File: config.mk
export PLATFORM = sky130hd
export DESIGN_NAME = switch_debouncer
export DESIGN_NICKNAME = d
export VERILOG_FILES = /design/src/rtl/switch_debouncer_pkg.sv /design/src/rtl/switch_debouncer_debounce_channel.sv /design/src/rtl/switch_debouncer.sv
export SDC_FILE = /design/constraint.sdc
export NUM_CORES = 1
export LEC_CHECK = 0
export ABC_AREA = 1
export BUFFER_PORTS_ARGS = -buffer_cell sky130_fd_sc_hd__clkbuf_2
export CORE_ASPECT_RATIO = 1.2
export CORE_MARGIN = 2
export CORE_UTILIZATION = 35
export DETAILED_ROUTE_END_ITERATION = 10
export PLACE_DENSITY = 0.62
export SYNTH_ARGS = -nofsm -noshare
export SYNTH_HDL_FRONTEND = slang
export SYNTH_HIERARCHICAL = 1
export SYNTH_SLANG_ARGS = --single-unit
File: constraint.sdc
create_clock -name clk -period 1.9 [get_ports clk]
set_clock_uncertainty 0.1 [all_clocks]
set_input_delay 0.285 -clock clk [delete_from_list [all_inputs] [get_ports clk]]
set_output_delay 0.285 -clock clk [all_outputs]
set_load 0.01 [all_outputs]
File: src/rtl/switch_debouncer_pkg.sv
// Board-level constants and helpers shared by the switch debouncer files.
`timescale 1ns/1ps
package switch_debouncer_pkg;

  localparam int CLK_HZ               = 100_000_000;
  localparam int DEFAULT_TICK_DIV     = CLK_HZ / 1000;
  localparam int DEFAULT_STABLE_TICKS = 10;
  localparam int DEFAULT_N_CH         = 5;

  // Counter width that stays at least one bit for degenerate parameter values.
  function automatic int clog2_min1(input int value);
    int w;
    w = $clog2(value);
    return (w < 1) ? 1 : w;
  endfunction

endpackage

File: src/rtl/switch_debouncer_debounce_channel.sv
// One debounce channel: 2-FF synchroniser, stability counter, debounced level and edge strobes.
`timescale 1ns/1ps
module debounce_channel
  import switch_debouncer_pkg::*;
#(
  parameter int STABLE_TICKS = DEFAULT_STABLE_TICKS
) (
  input  logic clk,
  input  logic rst_n,
  input  logic i_tick,
  input  logic i_sw,
  output logic o_db,
  output logic o_rise,
  output logic o_fall
);

  localparam int                CW     = clog2_min1(STABLE_TICKS);
  localparam logic [CW-1:0]     C_LAST = CW'(STABLE_TICKS - 1);

  logic          r_s1;
  logic          r_s2;
  logic [CW-1:0] r_cnt;
  logic          r_db;
  logic          r_rise;
  logic          r_fall;

  always_ff @(posedge clk or negedge rst_n) begin
    if (!rst_n) begin
      r_s1   <= 1'b0;
      r_s2   <= 1'b0;
      r_cnt  <= '0;
      r_db   <= 1'b0;
      r_rise <= 1'b0;
      r_fall <= 1'b0;
    end else begin
      r_s1   <= i_sw;
      r_s2   <= r_s1;
      r_rise <= 1'b0;
      r_fall <= 1'b0;
      // Any sample matching the accepted level throws away the pending candidate.
      if (r_s2 == r_db) begin
        r_cnt <= '0;
      end else if (i_tick) begin
        if (r_cnt == C_LAST) begin
          r_db   <= r_s2;
          r_cnt  <= '0;
          r_rise <= r_s2;
          r_fall <= ~r_s2;
        end else begin
          r_cnt <= r_cnt + CW'(1);
        end
      end
    end
  end

  assign o_db   = r_db;
  assign o_rise = r_rise;
  assign o_fall = r_fall;

endmodule

File: src/rtl/switch_debouncer.sv
// Multi-channel switch debouncer: one shared sample-tick prescaler feeding N_CH independent channels.
`timescale 1ns/1ps
module switch_debouncer
  import switch_debouncer_pkg::*;
#(
  parameter int N_CH         = DEFAULT_N_CH,
  parameter int TICK_DIV     = DEFAULT_TICK_DIV,
  parameter int STABLE_TICKS = DEFAULT_STABLE_TICKS
) (
  input  logic            clk,
  input  logic            rst_n,
  input  logic [N_CH-1:0] sw_in,
  output logic [N_CH-1:0] sw_db,
  output logic [N_CH-1:0] sw_rise,
  output logic [N_CH-1:0] sw_fall,
  output logic            tick
);

  localparam int            PW     = clog2_min1(TICK_DIV);
  localparam logic [PW-1:0] P_LAST = PW'(TICK_DIV - 1);

  logic [PW-1:0] r_presc;
  logic          r_tick;
  logic          w_presc_wrap;

  assign w_presc_wrap = (r_presc == P_LAST);

  // Tick is registered, so it is high in the cycle after the prescaler hits its last count.
  always_ff @(posedge clk or negedge rst_n) begin
    if (!rst_n) begin
      r_presc <= '0;
      r_tick  <= 1'b0;
    end else begin
      r_tick  <= w_presc_wrap;
      r_presc <= w_presc_wrap ? '0 : r_presc + PW'(1);
    end
  end

  assign tick = r_tick;

  for (genvar g = 0; g < N_CH; g++) begin : g_ch
    debounce_channel #(
      .STABLE_TICKS(STABLE_TICKS)
    ) u_ch (
      .clk    (clk),
      .rst_n  (rst_n),
      .i_tick (r_tick),
      .i_sw   (sw_in[g]),
      .o_db   (sw_db[g]),
      .o_rise (sw_rise[g]),
      .o_fall (sw_fall[g])
    );
  end

endmodule

Yosys cells after proc, flatten, opt, wreduce, memory -nomap -nowiden
Cells that the tools add are included.

Bits in registers: 63. Input bits: 7. Word-level logic and storage cells: 115.

$add $sub $neg: 6. Equality and inequality tests: 11. Multiplexer cells: 46. Bitwise logic cells: 10. Reduce and logical (&&, ||, !) cells: 10.

Operators by type and width (count): two-way mux 4 bit (15); two-way mux 1 bit (30); adder 4 x 1 -> 4 bit (second input constant) (5); equality test 4 bit (second input constant) (5); adder 17 x 1 -> 17 bit (second input constant) (1); equality test 17 bit (second input constant) (1); two-way mux 17 bit (1); AND reduction 3 bit (5); inverter 1 bit (10); nonzero test 2 bit (5); equality test 1 bit (5).

Longest topological paths before layout
Gate-level depths: netlist (run 1).

Depth after elaboration: 4. Depth in mapped cells: 8.

Hierarchy
The synthesis (run 1) kept the hierarchy.

Modules (own cells, without submodules): debounce_channel (times used 5, cells each 47, area an instance 400.4 µm², seq. area each 225.2 µm²); switch_debouncer (times used 1, cells each 139, area an instance 1003.5 µm², seq. area each 450.4 µm²).

Worst setup path before layout (run 1)
OpenSTA, ideal clock, no wires.

Kind: register to register. From: register r_tick, in the netlist tick. To: register g_ch[0].u_ch.r_cnt[1]. Setup time: 0.125 ns. Data arrival time: 1.203 ns. Required time: 1.675 ns. Path slack: 0.472 ns. Stages on the path, launching flop included: 4. Buffers on the path: 0. Period minus slack after synthesis: 1.428 ns. Path through: dfrtp_1 -> inv_1 -> o21ai_2 -> o21ai_1.

Longest elaborated chain between the ends: 1.

Ends and longest elaborated chain: from (decl) (line switch_debouncer.sv:23) `logic r_tick;`; from (signal assigned) (line switch_debouncer.sv:34) `r_tick <= w_presc_wrap;`; nonzero test 2 bit (no line); to (signal assigned) (line switch_debouncer_debounce_channel.sv:50) `r_cnt <= r_cnt + CW'(1);`; to (decl) (line switch_debouncer_debounce_channel.sv:22) `logic [CW-1:0] r_cnt;`.

No other way between the ends. A chain may end at the register's enable or synchronous reset.

Worst setup path after layout (run 1)
From: register r_tick, in the netlist tick. To: output tick.

RTL lines: to (decl) (line switch_debouncer.sv:16) `output logic tick`.

No word-level cell between the ends.

==> results of run 1 <==
==> Yosys cell counts <==
cell type and n:
sky130_fd_sc_hd__o21ai_1 10, sky130_fd_sc_hd__a21oi_1 7, sky130_fd_sc_hd__dfrtp_1 63, sky130_fd_sc_hd__nor3_1 1, sky130_fd_sc_hd__nand3_2 1, sky130_fd_sc_hd__nor2_2 11
sky130_fd_sc_hd__ha_1 1, sky130_fd_sc_hd__nand2_1 90, sky130_fd_sc_hd__o21bai_1 2, sky130_fd_sc_hd__xnor2_1 1, sky130_fd_sc_hd__nor2_1 42, sky130_fd_sc_hd__nand4_1 22
sky130_fd_sc_hd__inv_2 11, sky130_fd_sc_hd__o21ai_2 6, sky130_fd_sc_hd__inv_1 54, sky130_fd_sc_hd__nand2_2 15, sky130_fd_sc_hd__xor2_1 4, sky130_fd_sc_hd__nand3_1 33
==> power by group <==
| group | switching (W) | internal (W) |
|---|---|---|
| Sequential | 0.00000768 | 0.00135 |
| Clock | 0.000503 | 0.000763 |
| Combinational | 0.0000454 | 0.0000240 |
==> metrics by stage <==
stage / worst slack, ps / util, % / total power [W] / instance area [um2] / hold slack, ps
after CTS: 301.3 / 42.03 / 0.002743 / 3561 / 198.9
after global placement: 505.2 / 38.83 / 0.001447 / 3289 / 29.71
final: 319.0 / 42.03 / 0.002694 / 3561 / 209.2
after global routing: 246.5 / 42.03 / 0.002815 / 3561 / 208.9
after detailed placement: 461.5 / 38.83 / 0.001449 / 3289 / 34.18
after floorplan: 472.3 / - / 0.001403 / 3005 / -110.6
==> kinds of logic (layout without fill, tap and decap cells) <==
kind of cell / after synthesis / count (layout) / share of synthesized area, %
DFF: 63 / 63 / 52.46
and+or+nand+nor: 215 / 215 / 32.47
adders and majority gates: 1 / 1 / 0.4163
buffers and inverters: 65 / 110 / 8.118
xor gates and xnor gates: 5 / 5 / 1.457
AOI/OAI and AO/OA: 25 / 25 / 5.079
==> area by class of cell <==
cell class              instances  area share (%)
repair buffers                 30           5.552
flip-flops and latches         63           44.27
well taps                     117           4.111
inverters                      65           6.852
clock inverters                 4           1.968
multi-input cells             246           33.27
clock buffers                  11           3.970
==> flip-flops by register name (all words and copies together) (netlist names) <==
register and count:
g_ch.u_ch/r_cnt 20, r_presc 17, g_ch.u_ch/o_db 5, g_ch.u_ch/o_fall 5, g_ch.u_ch/o_rise 5, g_ch.u_ch/r_s1 5, g_ch.u_ch/r_s2 5, tick 1
==> critical path, cell delays in order (launching register included) <==
cell and delay [ps]:
sky130_fd_sc_hd__dfrtp_1 340, sky130_fd_sc_hd__buf_4 310, sky130_fd_sc_hd__clkbuf_2 200
==> cell usage in the layout (no fill, tap or decap) <==
cell                             n
sky130_fd_sc_hd__a21oi_1         7
sky130_fd_sc_hd__buf_12          1
sky130_fd_sc_hd__buf_4           1
sky130_fd_sc_hd__bufinv_16       2
sky130_fd_sc_hd__clkbuf_1        1
sky130_fd_sc_hd__clkbuf_2       22
sky130_fd_sc_hd__clkbuf_8       10
sky130_fd_sc_hd__clkinv_2        2
sky130_fd_sc_hd__dfrtp_1        63
sky130_fd_sc_hd__dlygate4sd3_1   6
sky130_fd_sc_hd__ha_1            1
sky130_fd_sc_hd__inv_1          54
sky130_fd_sc_hd__inv_2          11
sky130_fd_sc_hd__nand2_1        90
sky130_fd_sc_hd__nand2_2        15
sky130_fd_sc_hd__nand3_1        33
sky130_fd_sc_hd__nand3_2         1
sky130_fd_sc_hd__nand4_1        22
sky130_fd_sc_hd__nor2_1         42
sky130_fd_sc_hd__nor2_2         11
sky130_fd_sc_hd__nor3_1          1
sky130_fd_sc_hd__o21ai_1        10
sky130_fd_sc_hd__o21ai_2         6
sky130_fd_sc_hd__o21bai_1        2
sky130_fd_sc_hd__xnor2_1         1
sky130_fd_sc_hd__xor2_1          4
==> per-layer routing <==
layer | up-vias | wire [um] | part of all wire [%]
li1 | 1266 | - | -
met1 | 1145 | 2624 | 47
met2 | 36 | 2702 | 48
met3 | 12 | 165 | 2.9
met4 | 0 | 121 | 2.2
met5 | - | 0 | 0
==> worst paths after layout <==
| check | slack [ps] | depth (start not counted) | to |
|---|---|---|---|
| max | 320 | 2 | tick |
| min in group clk | 250 | 0 | g_ch[2].u_ch/r_s2$_DFF_PN0_ |
| max in group asynchronous | 940 | 3 | g_ch[4].u_ch/r_s1$_DFF_PN0_ |
| min reg2reg | 250 | 0 | g_ch[2].u_ch/r_s2$_DFF_PN0_ |
| min | 210 | 2 | g_ch[3].u_ch/r_cnt[1]$_DFFE_PN0P_ |
| max reg2reg | 460 | 8 | r_presc[0]$_DFF_PN0_ |
==> timing repair <==
action | 4_1_cts | 5_1_grt
hold buffers | 6 | 0
hold endpoints to repair | 68 | 0
buffers inserted | 0 | 0
resized for setup | 0 | 0
endpoints found under the setup margin | 0 | 0
==> results by group, run 1 <==
Setup path
  – Largest driver fanout on the critical path: 31
  – Reg2Reg Launch Point: r_presc[0]$_DFF_PN0_
  – Required time at the worst-slack endpoint: approximately 1500 ps
  – Critical Path Source: tick$_DFF_PN0_
  – CP startpoint kind: flop
  – Class of the most critical setup path: flop to output port
  – Data arrival time of the critical path: between 1000 and 1500 ps
  – Endpoint class of the critical path: output port

Clock tree
  – Clock network latency to the later pin of the worst-skew pair: 340 ps
  – Number of H-tree branching levels: 3
  – TritonCTS clock tree: built
  – Number of clock buffers inserted by TritonCTS: 9
  – Cell at the root of the clock tree: sky130_fd_sc_hd__clkbuf_8
  – Clock Tree Buf Depth: 2
  – Sinks on the clock net: 63
  – Clock-pin slew reported for the worst setup and hold paths after clock tree synthesis: 70 ps

Drt
  – DR iter-0 viols: around 140
  – DRC violation count after routing: 0
  – Remaining antenna violation count: 0
  – Total iterations of the first detailed-routing run: 4
  – Aggregate routed wire length: between 5 and 6 mm
  – Drt wl/cell: 10.47 um
  – Detailed-route vias per instance: 4.588
  – Total number of vias: 2,459

Job
  – Reported max-cap violation count: 0

STA
  – Setup_tns: 0 ps
  – Number of max-slew violations in the final report: 0
  – RSZ-0062 raised after global routing: false
  – Number of hold violations in the final report: 0
  – Crit path time final: 1581 ps
  – Final worst-path cycle share: 83.21%
  – Maximum frequency from static timing analysis: around 0.63 GHz
  – Final setup viols: 0
  – Worst relative slew slack: 78.61%
  – Slew at the pin with the worst max-slew slack: approximately 320 ps

Global route
  – Global Route met2 Usage: ~22%
  – Highest-utilization routing layer at the global route stage: met2
  – Pin count of the biggest net entering global routing: 59
  – Grt total ovfl: 0
  – Global-route wire length before repair: approximately 10 mm
  – Via count of the first global-routing pass: 2,298
  – All-layer global routing usage: ~14%
  – Number of antenna violations at the first check in global routing: 0
  – GR Util met1: 16.43%
  – Met3 capacity usage during global routing: 3.289%

Final layout
  – Total inserted antenna cells: 0
  – Non-filler instance count after layout: 536
  – Nets@finish: 423
  – Fillers: around 860
  – Register area: 1577 um2
  – Share of final-layout standard cells stronger than drive strength 1: 19.57%
  – Multi-input combinational cell area: 1185 um2
  – Syn-to-layout area delta: 18.48%

Synthesis
  – Largest cells by area after synthesis: sky130_fd_sc_hd__dfrtp_1, sky130_fd_sc_hd__nand2_1, sky130_fd_sc_hd__inv_1, sky130_fd_sc_hd__nand3_1, sky130_fd_sc_hd__nor2_1
  – Number of storage elements in the synthesis netlist: 63
  – Post-Synthesis Net Count: 382
  – Gate count after technology mapping: 374
  – Syn Std Cell Area: ~3000 um2
  – Post-Synthesis Mean Instance Area: 8.036 um2
  – Post-synth top area share: 52.46%
  – Top cell type by total area after synthesis: sky130_fd_sc_hd__dfrtp_1
  – Sequential fraction of the synthesis area: 52.46%
  – Synth cell types: 18
  – Total number of yosys warnings: 6

Hold path
  – Worst min path class: input pin to async pin

Power
  – Reported leakage power: 1.830 nW
  – PD cells: roughly 760 nW/um2
  – Peak supply drop: approximately 0.00033 V

Run status
  – Outcome: finished clean

Floorplanning
  – Horiz. Die Dim: 88.59 um
  – IO Pins: 23
  – Core Region: around 8500 um2
  – Effective utilization at floorplan: 35.47%
  – Floorplan row count: 37
  – Die area: 9347 um2
  – Height of the die: roughly 110 um

Placed design
  – Count of buffers from port buffering: 22
  – Number of placed instances with taps included: about 520
  – Placed wire-length estimate after detailed placement: 4.010 mm
  – Routability congestion estimate from global placement: 0.7772
(Power assumes the default switching activity.)
==> run 2: changes to the inputs <==
--- a/config.mk
+++ b/config.mk
@@ -5,13 +5,13 @@
 export SDC_FILE = /design/constraint.sdc
 export NUM_CORES = 1
 export LEC_CHECK = 0
-export ABC_AREA = 1
+export ABC_AREA = 0
 export BUFFER_PORTS_ARGS = -buffer_cell sky130_fd_sc_hd__clkbuf_2
 export CORE_ASPECT_RATIO = 1.2
 export CORE_MARGIN = 2
 export CORE_UTILIZATION = 35
 export DETAILED_ROUTE_END_ITERATION = 10
-export PLACE_DENSITY = 0.62
+export PLACE_DENSITY = 0.63
 export SYNTH_ARGS = -nofsm -noshare
 export SYNTH_HDL_FRONTEND = slang
 export SYNTH_HIERARCHICAL = 1
==> constraint.sdc (replaced) <==
create_clock -name clk -period 1.55 [get_ports clk]
set_clock_uncertainty 0.1 [all_clocks]
set_input_delay 0.2325 -clock clk [delete_from_list [all_inputs] [get_ports clk]]
set_output_delay 0.2325 -clock clk [all_outputs]
set_load 0.01 [all_outputs]
==> run 2 against run 1 <==
Compared with the run above:
- the run now ends with negative setup slack left
- worst hold slack better by 38 ps
- die area fell by 12%
- sequential power grew 23%
- synthesized cell count fell by 41%
- design area shrank 1.8%
- first-iteration DRC count is 65% lower
- register-to-register slack got worse by 840 ps
- final cell count shrank 27%
- combinational power increased by 8.4%
- wire length decreased by 18%
- largest cell class unchanged
==> results by group, run 2 <==
Clock tree
  – Number of clock buffers inserted by TritonCTS: 9 (unchanged)
  – Number of H-tree branching levels: 3 (unchanged)
  – Cell at the root of the clock tree: sky130_fd_sc_hd__clkbuf_8
  – Clock-pin slew reported for the worst setup and hold paths after clock tree synthesis: 60 ps (about the same)
  – Clock Tree Buf Depth: 2 (unchanged)
  – TritonCTS clock tree: built
  – Sinks on the clock net: 63 (unchanged)
  – Clock network latency to the later pin of the worst-skew pair: 330 ps (about the same)

Setup path
  – Cell count of the worst reg-to-reg path: 5 (-3)
  – Required time at the worst-slack endpoint: 1660 ps (+150 ps)
  – Class of the most critical setup path: flop to flop
  – Endpoint class of the critical path: flop
  – Setup slack of the most critical reg-to-reg path: -380 ps (-840 ps)
  – Data arrival time of the critical path: 2040 ps (+840 ps)
  – CP startpoint kind: flop
  – Largest driver fanout on the critical path: 10 (-68%)
  – End of the worst register-to-register path: r_presc[15]$_DFF_PN0_
  – Reg2Reg Launch Point: r_presc[11]$_DFF_PN0_

Drt
  – Drt wl/cell: 11.72 um (+12%)
  – Aggregate routed wire length: 4.594 mm (-18%)
  – DR iter-0 viols: 49 (-65%)
  – Total number of vias: 1,857 (-24%)
  – DRC violation count after routing: 0 (unchanged)
  – Total iterations of the first detailed-routing run: 4 (unchanged)
  – Detailed-route vias per instance: 4.737 (+3.3%)
  – Remaining antenna violation count: 0 (unchanged)

Power
  – Net switching fraction of the power: 20.47% (-0.16 points)
  – Power share of the sequential group: 56.7% (+6.2 points)
  – Sw Pwr: 0.0006015 W (+8.3%)
  – Peak supply drop: 0.0004093 V (+24%)
  – Internal cell power: 0.002337 W (+9.3%)
  – PD cells: 840.7 nW/um2 (+11%)
  – Power share of the clock group: 40.7% (-6.3 points)
  – Reported leakage power: 1.652 nW (-9.7%)
  – Part of the total power dissipated in combinational logic: 2.6% (about the same)

Global route
  – Pin count of the biggest net entering global routing: 32 (-46%)
  – All-layer global routing usage: 12.37% (-1.2 points)
  – Via count of the first global-routing pass: 1,889 (-18%)
  – Number of antenna violations at the first check in global routing: 0 (unchanged)
  – Global-route wire length before repair: 8.211 mm (-17%)
  – Grt total ovfl: 0 (unchanged)

Final layout
  – Most frequent standard cell in the layout excluding fill and tap cells: sky130_fd_sc_hd__dfrtp_1
  – Max reg flops: 20 (unchanged)
  – Fillers: 641 (-25%)
  – Share of final-layout standard cells stronger than drive strength 1: 35.43% (+16 points)
  – Syn-to-layout area delta: 32.17%
  – Commonest cells after routing, fill and taps aside: sky130_fd_sc_hd__dfrtp_1, sky130_fd_sc_hd__buf_4, sky130_fd_sc_hd__clkbuf_2
  – Nets@finish: 307 (-27%)
  – Registers with the highest flip-flop counts: g_ch.u_ch/r_cnt x20, r_presc x17
  – Total inserted antenna cells: 0 (unchanged)
  – Register with the most flip-flops: g_ch.u_ch/r_cnt

STA
  – Slew at the pin with the worst max-slew slack: 384.0 ps (+63.05 ps)
  – Final worst-path cycle share: 124.6%
  – Final setup viols: 11 (+11)
  – Number of max-slew violations in the final report: 0 (unchanged)
  – Setup_tns: -3718 ps (-3718 ps)
  – Worst relative slew slack: 74.40% (-4.2 points)
  – Maximum frequency from static timing analysis: 0.5177 GHz
  – Crit path time final: 1932 ps
  – Hold Slack: 247.2 ps (+38.03 ps)
  – Slack of the critical path: -381.6 ps (-700.6 ps)
  – Number of hold violations in the final report: 0 (unchanged)
  – RSZ-0062 raised after global routing: true

Synthesis
  – Gate count after technology mapping: 220 (-41%)
  – Number of enable flip-flop cells after synthesis: 0 (unchanged)
  – Sequential fraction of the synthesis area: 59.60% (+7.1 points)
  – Synth cell types: 26 (+8)
  – Post-synth top flop: sky130_fd_sc_hd__dfrtp_1
  – Commonest cells in the synthesized netlist: sky130_fd_sc_hd__dfrtp_1, sky130_fd_sc_hd__nor2_1, sky130_fd_sc_hd__xnor2_1
  – Number of storage elements in the synthesis netlist: 63 (unchanged)
  – Post-synthesis async set-or-reset flop share: 100.0% (unchanged)
  – Cell with the most instances after synthesis: sky130_fd_sc_hd__dfrtp_1
  – Post-Synthesis Net Count: 228 (-40%)
  – Top cell type by total area after synthesis: sky130_fd_sc_hd__dfrtp_1
  – Post-synth top area share: 59.60% (+7.1 points)
  – Total number of yosys warnings: 6 (unchanged)
  – Syn Std Cell Area: 2645 um2 (-12%)
  – Largest cells by area after synthesis: sky130_fd_sc_hd__dfrtp_1, sky130_fd_sc_hd__xnor2_1, sky130_fd_sc_hd__xor2_1, sky130_fd_sc_hd__mux2_4, sky130_fd_sc_hd__nor3b_1
  – Post-Synthesis Mean Instance Area: 12.02 um2 (+50%)

Placed design
  – Worst setup slack after placement: -398.6 ps (-860.1 ps)
  – Count of buffers from port buffering: 22 (unchanged)
  – Routability congestion estimate from global placement: 0.7792 (+0.26%)
  – Placed wire-length estimate after detailed placement: 3.109 mm (-22%)

Floorplanning
  – Horiz. Die Dim: 83.36 um (-5.9%)
  – Floorplan row count: 34 (-8.1%)
  – Die area: 8272 um2 (-12%)
  – IO Pins: 23 (unchanged)
  – Effective utilization at floorplan: 36.36% (+0.89 points)
  – Core Region: 7274 um2 (-14%)
  – Height of the die: 99.23 um (-6.0%)

Run status
  – Outcome: finished with violations
  – Failing checks: negative setup slack

Hold path
  – Worst min path class: input pin to async pin

Job
  – Reported max-cap violation count: 0 (unchanged)
run 2: cell types whose count changed after synthesis, sizes merged, moves of 10 or more:
cell,delta
xnor2,+18
nand4,-18
nand2,-87
nor2,-34
nand3,-25
nor2b,+11
nor3b,+10
inv,-64
run 2: per-layer routing:
layer | vias to the layer above | global-route usage, % | share of wire (%)
li1 | 920 | - | -
met1 | 906 | 14.91 | 43
met2 | 20 | 20.29 | 51
met3 | 11 | 3.734 | 3.2
met4 | 0 | 6.053 | 2.1
met5 | - | 0 | 0
run 2: stage by stage:
step	utilization (%)	instances	power [W]	instance area [um2]
CTS	46.71	386	0.002992	3398
global route	48.06	392	0.003081	3496
global placement	43.14	364	0.001764	3138
finish	48.06	392	0.002939	3496
detailed placement	43.14	364	0.001764	3138
floorplan	-	220	0.001707	2646
run 2: cells by family (layout without fill, tap and decap cells):
group | count (synthesis) | in the layout | share of synthesized area (%)
adders and majority gates | 1 | 1 | 0.4730
xor gates and xnor gates | 29 | 29 | 9.603
and+or+nand+nor | 98 | 98 | 22.94
muxes | 5 | 5 | 2.838
buffers and inverters | 2 | 84 | 0.2835
AOI/OAI and AO/OA | 22 | 22 | 4.257
DFF | 63 | 63 | 59.60
run 2: how the worst max path moves through the flow:
stage | start | slack [ps] | endpoint | depth (start not counted)
6_report | r_presc[11]$_DFF_PN0_ | -380 | r_presc[15]$_DFF_PN0_ | 5
5_1_grt | r_presc[11]$_DFF_PN0_ | -460 | r_presc[3]$_DFF_PN0_ | 5
4_1_cts | r_presc[11]$_DFF_PN0_ | -390 | r_presc[15]$_DFF_PN0_ | 5
3_5_place_dp | r_presc[11]$_DFF_PN0_ | -400 | r_presc[10]$_DFF_PN0_ | 5
3_3_place_gp | r_presc[11]$_DFF_PN0_ | -370 | r_presc[15]$_DFF_PN0_ | 5
2_1_floorplan | r_presc[11]$_DFF_PN0_ | -430 | r_presc[0]$_DFF_PN0_ | 4
run 2: cell type report:
type,instances,area [um2],share of cell area [%]
Clock inverter,1,5.005,0.1432
Inverter,1,3.754,0.1074
Tap cell,90,112.6,3.221
Multi-Input combinational cell,155,1117,31.96
Timing Repair Buffer,69,520.5,14.89
Sequential cell,63,1578,45.13
Clock buffer,13,158.9,4.545
run 2: power by group through the flow:
stage	Sequential, W	Combinational [W]	Clock (W)
detailed placement	0.00170	0.0000676	0
global placement	0.00170	0.0000674	0
floorplan	0.00170	0.0000114	0
global route	0.00167	0.0000870	0.00133
CTS	0.00167	0.0000793	0.00125
finish	0.00167	0.0000752	0.00120
run 2: worst max-delay path: stages, from the launching register on:
cell and delay, ps:
sky130_fd_sc_hd__dfrtp_1 370, sky130_fd_sc_hd__or4_1 530, sky130_fd_sc_hd__or4_4 440, sky130_fd_sc_hd__nor4_4 150, sky130_fd_sc_hd__buf_6 180, sky130_fd_sc_hd__a21oi_1 40
run 2: timing repair:
action | CTS | global route
pin swaps | 2 | 18
buffers inserted | 2 | 7
endpoints found under the setup margin | 18 | 19
resized for setup | 7 | 14
hold buffers | 6 | 0
hold endpoints to repair | 16 | 0
==> run 3: changes to the inputs <==
--- a/config.mk
+++ b/config.mk
@@ -8,11 +8,10 @@
 export ABC_AREA = 0
 export BUFFER_PORTS_ARGS = -buffer_cell sky130_fd_sc_hd__clkbuf_2
 export CORE_ASPECT_RATIO = 1.2
-export CORE_MARGIN = 2
+export CORE_MARGIN = 3
 export CORE_UTILIZATION = 35
 export DETAILED_ROUTE_END_ITERATION = 10
-export PLACE_DENSITY = 0.63
+export PLACE_DENSITY = 0.62
 export SYNTH_ARGS = -nofsm -noshare
 export SYNTH_HDL_FRONTEND = slang
-export SYNTH_HIERARCHICAL = 1
 export SYNTH_SLANG_ARGS = --single-unit
==> run 3 against run 2 <==
Compared with the run above:
- the flow still finishes with violations (negative setup slack)
- register-to-register slack better by 360 ps
- sequential cell count unchanged
- global-route usage fell by 0.88 points
- synthesized cell count rose by 15%
- sequential share of layout area down 1.0 points
- power rose by 6.0%
- utilization fell by 2.3 points
- area after synthesis grew 8.9%
- largest cell class unchanged
==> results by group, run 3 <==
Drt
  – Total iterations of the first detailed-routing run: 4 (unchanged)
  – Remaining antenna violation count: 0 (unchanged)
  – DR iter-0 viols: 67 (+37%)
  – Total number of vias: 1,964 (+5.8%)
  – Detailed-route vias per instance: 4.873 (+2.9%)
  – DRC violation count after routing: 0 (unchanged)
  – Aggregate routed wire length: 4.991 mm (+8.6%)
  – Drt wl/cell: 12.38 um (+5.7%)

Synthesis
  – Gate count after technology mapping: 252 (+15%)
  – Synth cell types: 43 (+65%)
  – Cell with the most instances after synthesis: sky130_fd_sc_hd__dfrtp_1
  – Total number of yosys warnings: 0 (-6)
  – Sequential fraction of the synthesis area: 54.71% (-4.9 points)
  – Syn Std Cell Area: 2882 um2 (+8.9%)
  – Number of storage elements in the synthesis netlist: 63 (unchanged)
  – Post-synth top area share: 54.71% (-4.9 points)
  – Post-synthesis async set-or-reset flop share: 100.0% (unchanged)
  – Post-Synthesis Mean Instance Area: 11.43 um2 (-4.9%)
  – Top cell type by total area after synthesis: sky130_fd_sc_hd__dfrtp_1
  – Largest cells by area after synthesis: sky130_fd_sc_hd__dfrtp_1, sky130_fd_sc_hd__ha_1, sky130_fd_sc_hd__buf_4, sky130_fd_sc_hd__nor3b_1, sky130_fd_sc_hd__xor2_1
  – Post-synth top flop: sky130_fd_sc_hd__dfrtp_1
  – Commonest cells in the synthesized netlist: sky130_fd_sc_hd__dfrtp_1, sky130_fd_sc_hd__nand2_1, sky130_fd_sc_hd__buf_4
  – Post-Synthesis Net Count: 270 (+18%)
  – Number of enable flip-flop cells after synthesis: 0 (unchanged)

Final layout
  – Syn-to-layout area delta: 24.40%
  – Most frequent standard cell in the layout excluding fill and tap cells: sky130_fd_sc_hd__dfrtp_1
  – Fillers: 722 (+13%)
  – Layout Cell Area excl Fill: 3585 um2 (+2.5%)
  – Commonest cells after routing, fill and taps aside: sky130_fd_sc_hd__dfrtp_1, sky130_fd_sc_hd__buf_4, sky130_fd_sc_hd__clkbuf_2
  – Max reg flops: 20 (unchanged)
  – Nets@finish: 324 (+5.5%)
  – Non-filler instance count after layout: 403 (+2.8%)
  – Total inserted antenna cells: 0 (unchanged)
  – Register with the most flip-flops: g_ch.u_ch.r_cnt
  – Registers with the highest flip-flop counts: g_ch.u_ch.r_cnt x20, r_presc x17
  – Share of final-layout standard cells stronger than drive strength 1: 32.48% (-3.0 points)

Setup path
  – Slowest Stage Delay on Critical Path: 420 ps (-110 ps)
  – CP startpoint kind: flop
  – Crit path max-delay family: compound AO/OA/AOI/OAI gates
  – Setup slack of the most critical reg-to-reg path: -20 ps (+360 ps)
  – Worst path bufs/invs: 1 (unchanged)
  – Cell with the largest stage delay on the worst path: sky130_fd_sc_hd__dfrtp_1
  – Class of the most critical setup path: flop to flop
  – Endpoint class of the critical path: flop
  – Data arrival time of the critical path: 1700 ps (-340 ps)
  – Largest driver fanout on the critical path: 4 (-6)
  – Required time at the worst-slack endpoint: 1670 ps (about the same)
  – Ordered cell list for the critical path: inv_1 -> ha_2 -> nand2_2 -> o211ai_1 -> o21bai_1 -> a21o_1

Global route
  – Global-route wire length before repair: 8.418 mm (+2.5%)
  – Pin count of the biggest net entering global routing: 64 (+100%)
  – Via count of the first global-routing pass: 1,922 (+1.7%)
  – All-layer global routing usage: 11.50% (-0.88 points)
  – Number of antenna violations at the first check in global routing: 0 (unchanged)
  – Grt total ovfl: 0 (unchanged)

Hold path
  – Worst min path class: flop to flop

Job
  – Reported max-cap violation count: 0 (unchanged)

Placed design
  – Count of buffers from port buffering: 22 (unchanged)
  – Number of placed instances with taps included: 373 (+2.5%)
  – Placed cell area: 3184 um2 (+1.5%)
  – Placed wire-length estimate after detailed placement: 3.327 mm (+7.0%)
  – Routability congestion estimate from global placement: 0.7367 (-5.5%)

Run status
  – Failing checks: negative setup slack
  – Outcome: finished with violations

Clock tree
  – Clock network latency to the later pin of the worst-skew pair: 330 ps (about the same)
  – Number of H-tree branching levels: 3 (unchanged)
  – TritonCTS clock tree: built
  – Sinks on the clock net: 63 (unchanged)
  – Clock-pin slew reported for the worst setup and hold paths after clock tree synthesis: 60 ps (about the same)
  – Clock Tree Buf Depth: 2 (unchanged)
  – Number of clock buffers inserted by TritonCTS: 9 (unchanged)
  – Cell at the root of the clock tree: sky130_fd_sc_hd__clkbuf_8

STA
  – Number of max-slew violations in the final report: 0 (unchanged)
  – Final setup viols: 1 (-10)
  – Slew at the pin with the worst max-slew slack: 400.6 ps (+16.64 ps)
  – Setup_tns: -23.06 ps (+3695 ps)
  – Maximum frequency from static timing analysis: 0.6357 GHz (+23%)
  – Slack of the critical path: -23.06 ps (+358.6 ps)
  – Final worst-path cycle share: 101.5% (-23 points)
  – Worst relative slew slack: 73.10% (-1.3 points)
  – Crit path time final: 1573 ps (-358.6 ps)
  – Number of hold violations in the final report: 0 (unchanged)
  – RSZ-0062 raised after global routing: true

Power
  – Overall power after layout: 0.003116 W (+6.0%)
  – Reported leakage power: 1.685 nW (+2.0%)
  – Peak supply drop: 0.0004287 V (+4.8%)
  – PD cells: 869.2 nW/um2 (+3.4%)

Floorplanning
  – Die area: 9362 um2 (+13%)
  – Effective utilization at floorplan: 36.76% (+0.40 points)
  – Floorplan row count: 35 (+2.9%)
  – Core Region: 7839 um2 (+7.8%)
  – Horiz. Die Dim: 88.83 um (+6.6%)
  – IO Pins: 23 (unchanged)
  – Height of the die: 105.4 um (+6.2%)
[run 3: final timing paths]
| kind | from | depth (start not counted) | endpoint |
|---|---|---|---|
| hold reg to reg | g_ch[3].u_ch.r_s1$_DFF_PN0_ | 0 | g_ch[3].u_ch.r_s2$_DFF_PN0_ |
| setup reg to reg | g_ch[0].u_ch.r_cnt[1]$_DFFE_PN0P_ | 6 | g_ch[0].u_ch.r_cnt[2]$_DFFE_PN0P_ |
| hold / removal | g_ch[3].u_ch.r_s1$_DFF_PN0_ | 0 | g_ch[3].u_ch.r_s2$_DFF_PN0_ |
| setup / recovery | g_ch[0].u_ch.r_cnt[1]$_DFFE_PN0P_ | 6 | g_ch[0].u_ch.r_cnt[2]$_DFFE_PN0P_ |
| max in group asynchronous | rst_n | 3 | r_presc[2]$_DFF_PN0_ |
| min in group asynchronous | rst_n | 3 | g_ch[2].u_ch.r_s1$_DFF_PN0_ |
[run 3: where the power goes]
part | internal (W) | switching, W | total, W
clock network | 0.000779 | 0.000593 | 0.00137
registers | 0.00166 | 0.00000901 | 0.00167
logic | 0.0000307 | 0.0000465 | 0.0000772
total | 0.00247 | 0.000648 | 0.00312
[run 3: stage by stage]
stage	util, %	worst slack, ps	hold slack (ps)
2_1_floorplan	-	7.879	-163.1
3_3_place_gp	40.62	39.18	181.9
3_5_place_dp	40.62	15.69	177.2
4_1_cts	43.89	4.595	251.2
5_1_grt	45.73	-110.6	255.5
6_report	45.73	-23.06	248.1
[run 3: logic make-up (layout without fill, tap and decap cells)]
family	Yosys count	in the layout	synth area share [%]
compound gates	33	33	7.035
xor+xnor	21	21	6.383
fa+ha+maj	11	11	4.776
buf+inv	24	83	5.124
flops	63	63	54.71
mux	7	7	2.649
simple gates	93	93	19.32
[run 3: repair_timing]
item                                    in CTS  in global routing
gates resized for setup                      1                 24
setup buffers                                0                  8
endpoints found under the setup margin       3                 17
pin swaps                                    0                 12
endpoints found under the hold margin       68                  0
hold buffers                                 6                  0
[run 3: routing by layer]
metal | global-route usage (%) | up-vias | part of all wire, %
met1 | 13.91 | 961 | 44
met3 | 4.222 | 9 | 3.5
li1 | - | 973 | -
met2 | 18.15 | 21 | 50
met5 | 0 | - | 0
met4 | 4.860 | 0 | 2.0
[run 3: final cells by class]
| type | count | area, um2 | share of cell area (%) |
|---|---|---|---|
| clock buffers | 12 | 145.1 | 4.049 |
| clock inverters | 4 | 45.04 | 1.257 |
| inverters | 6 | 22.52 | 0.6283 |
| multi-input cells | 165 | 1245 | 34.73 |
| flip-flops and latches | 63 | 1582 | 44.12 |
| well taps | 92 | 115.1 | 3.211 |
| repair buffers | 61 | 430.4 | 12.01 |
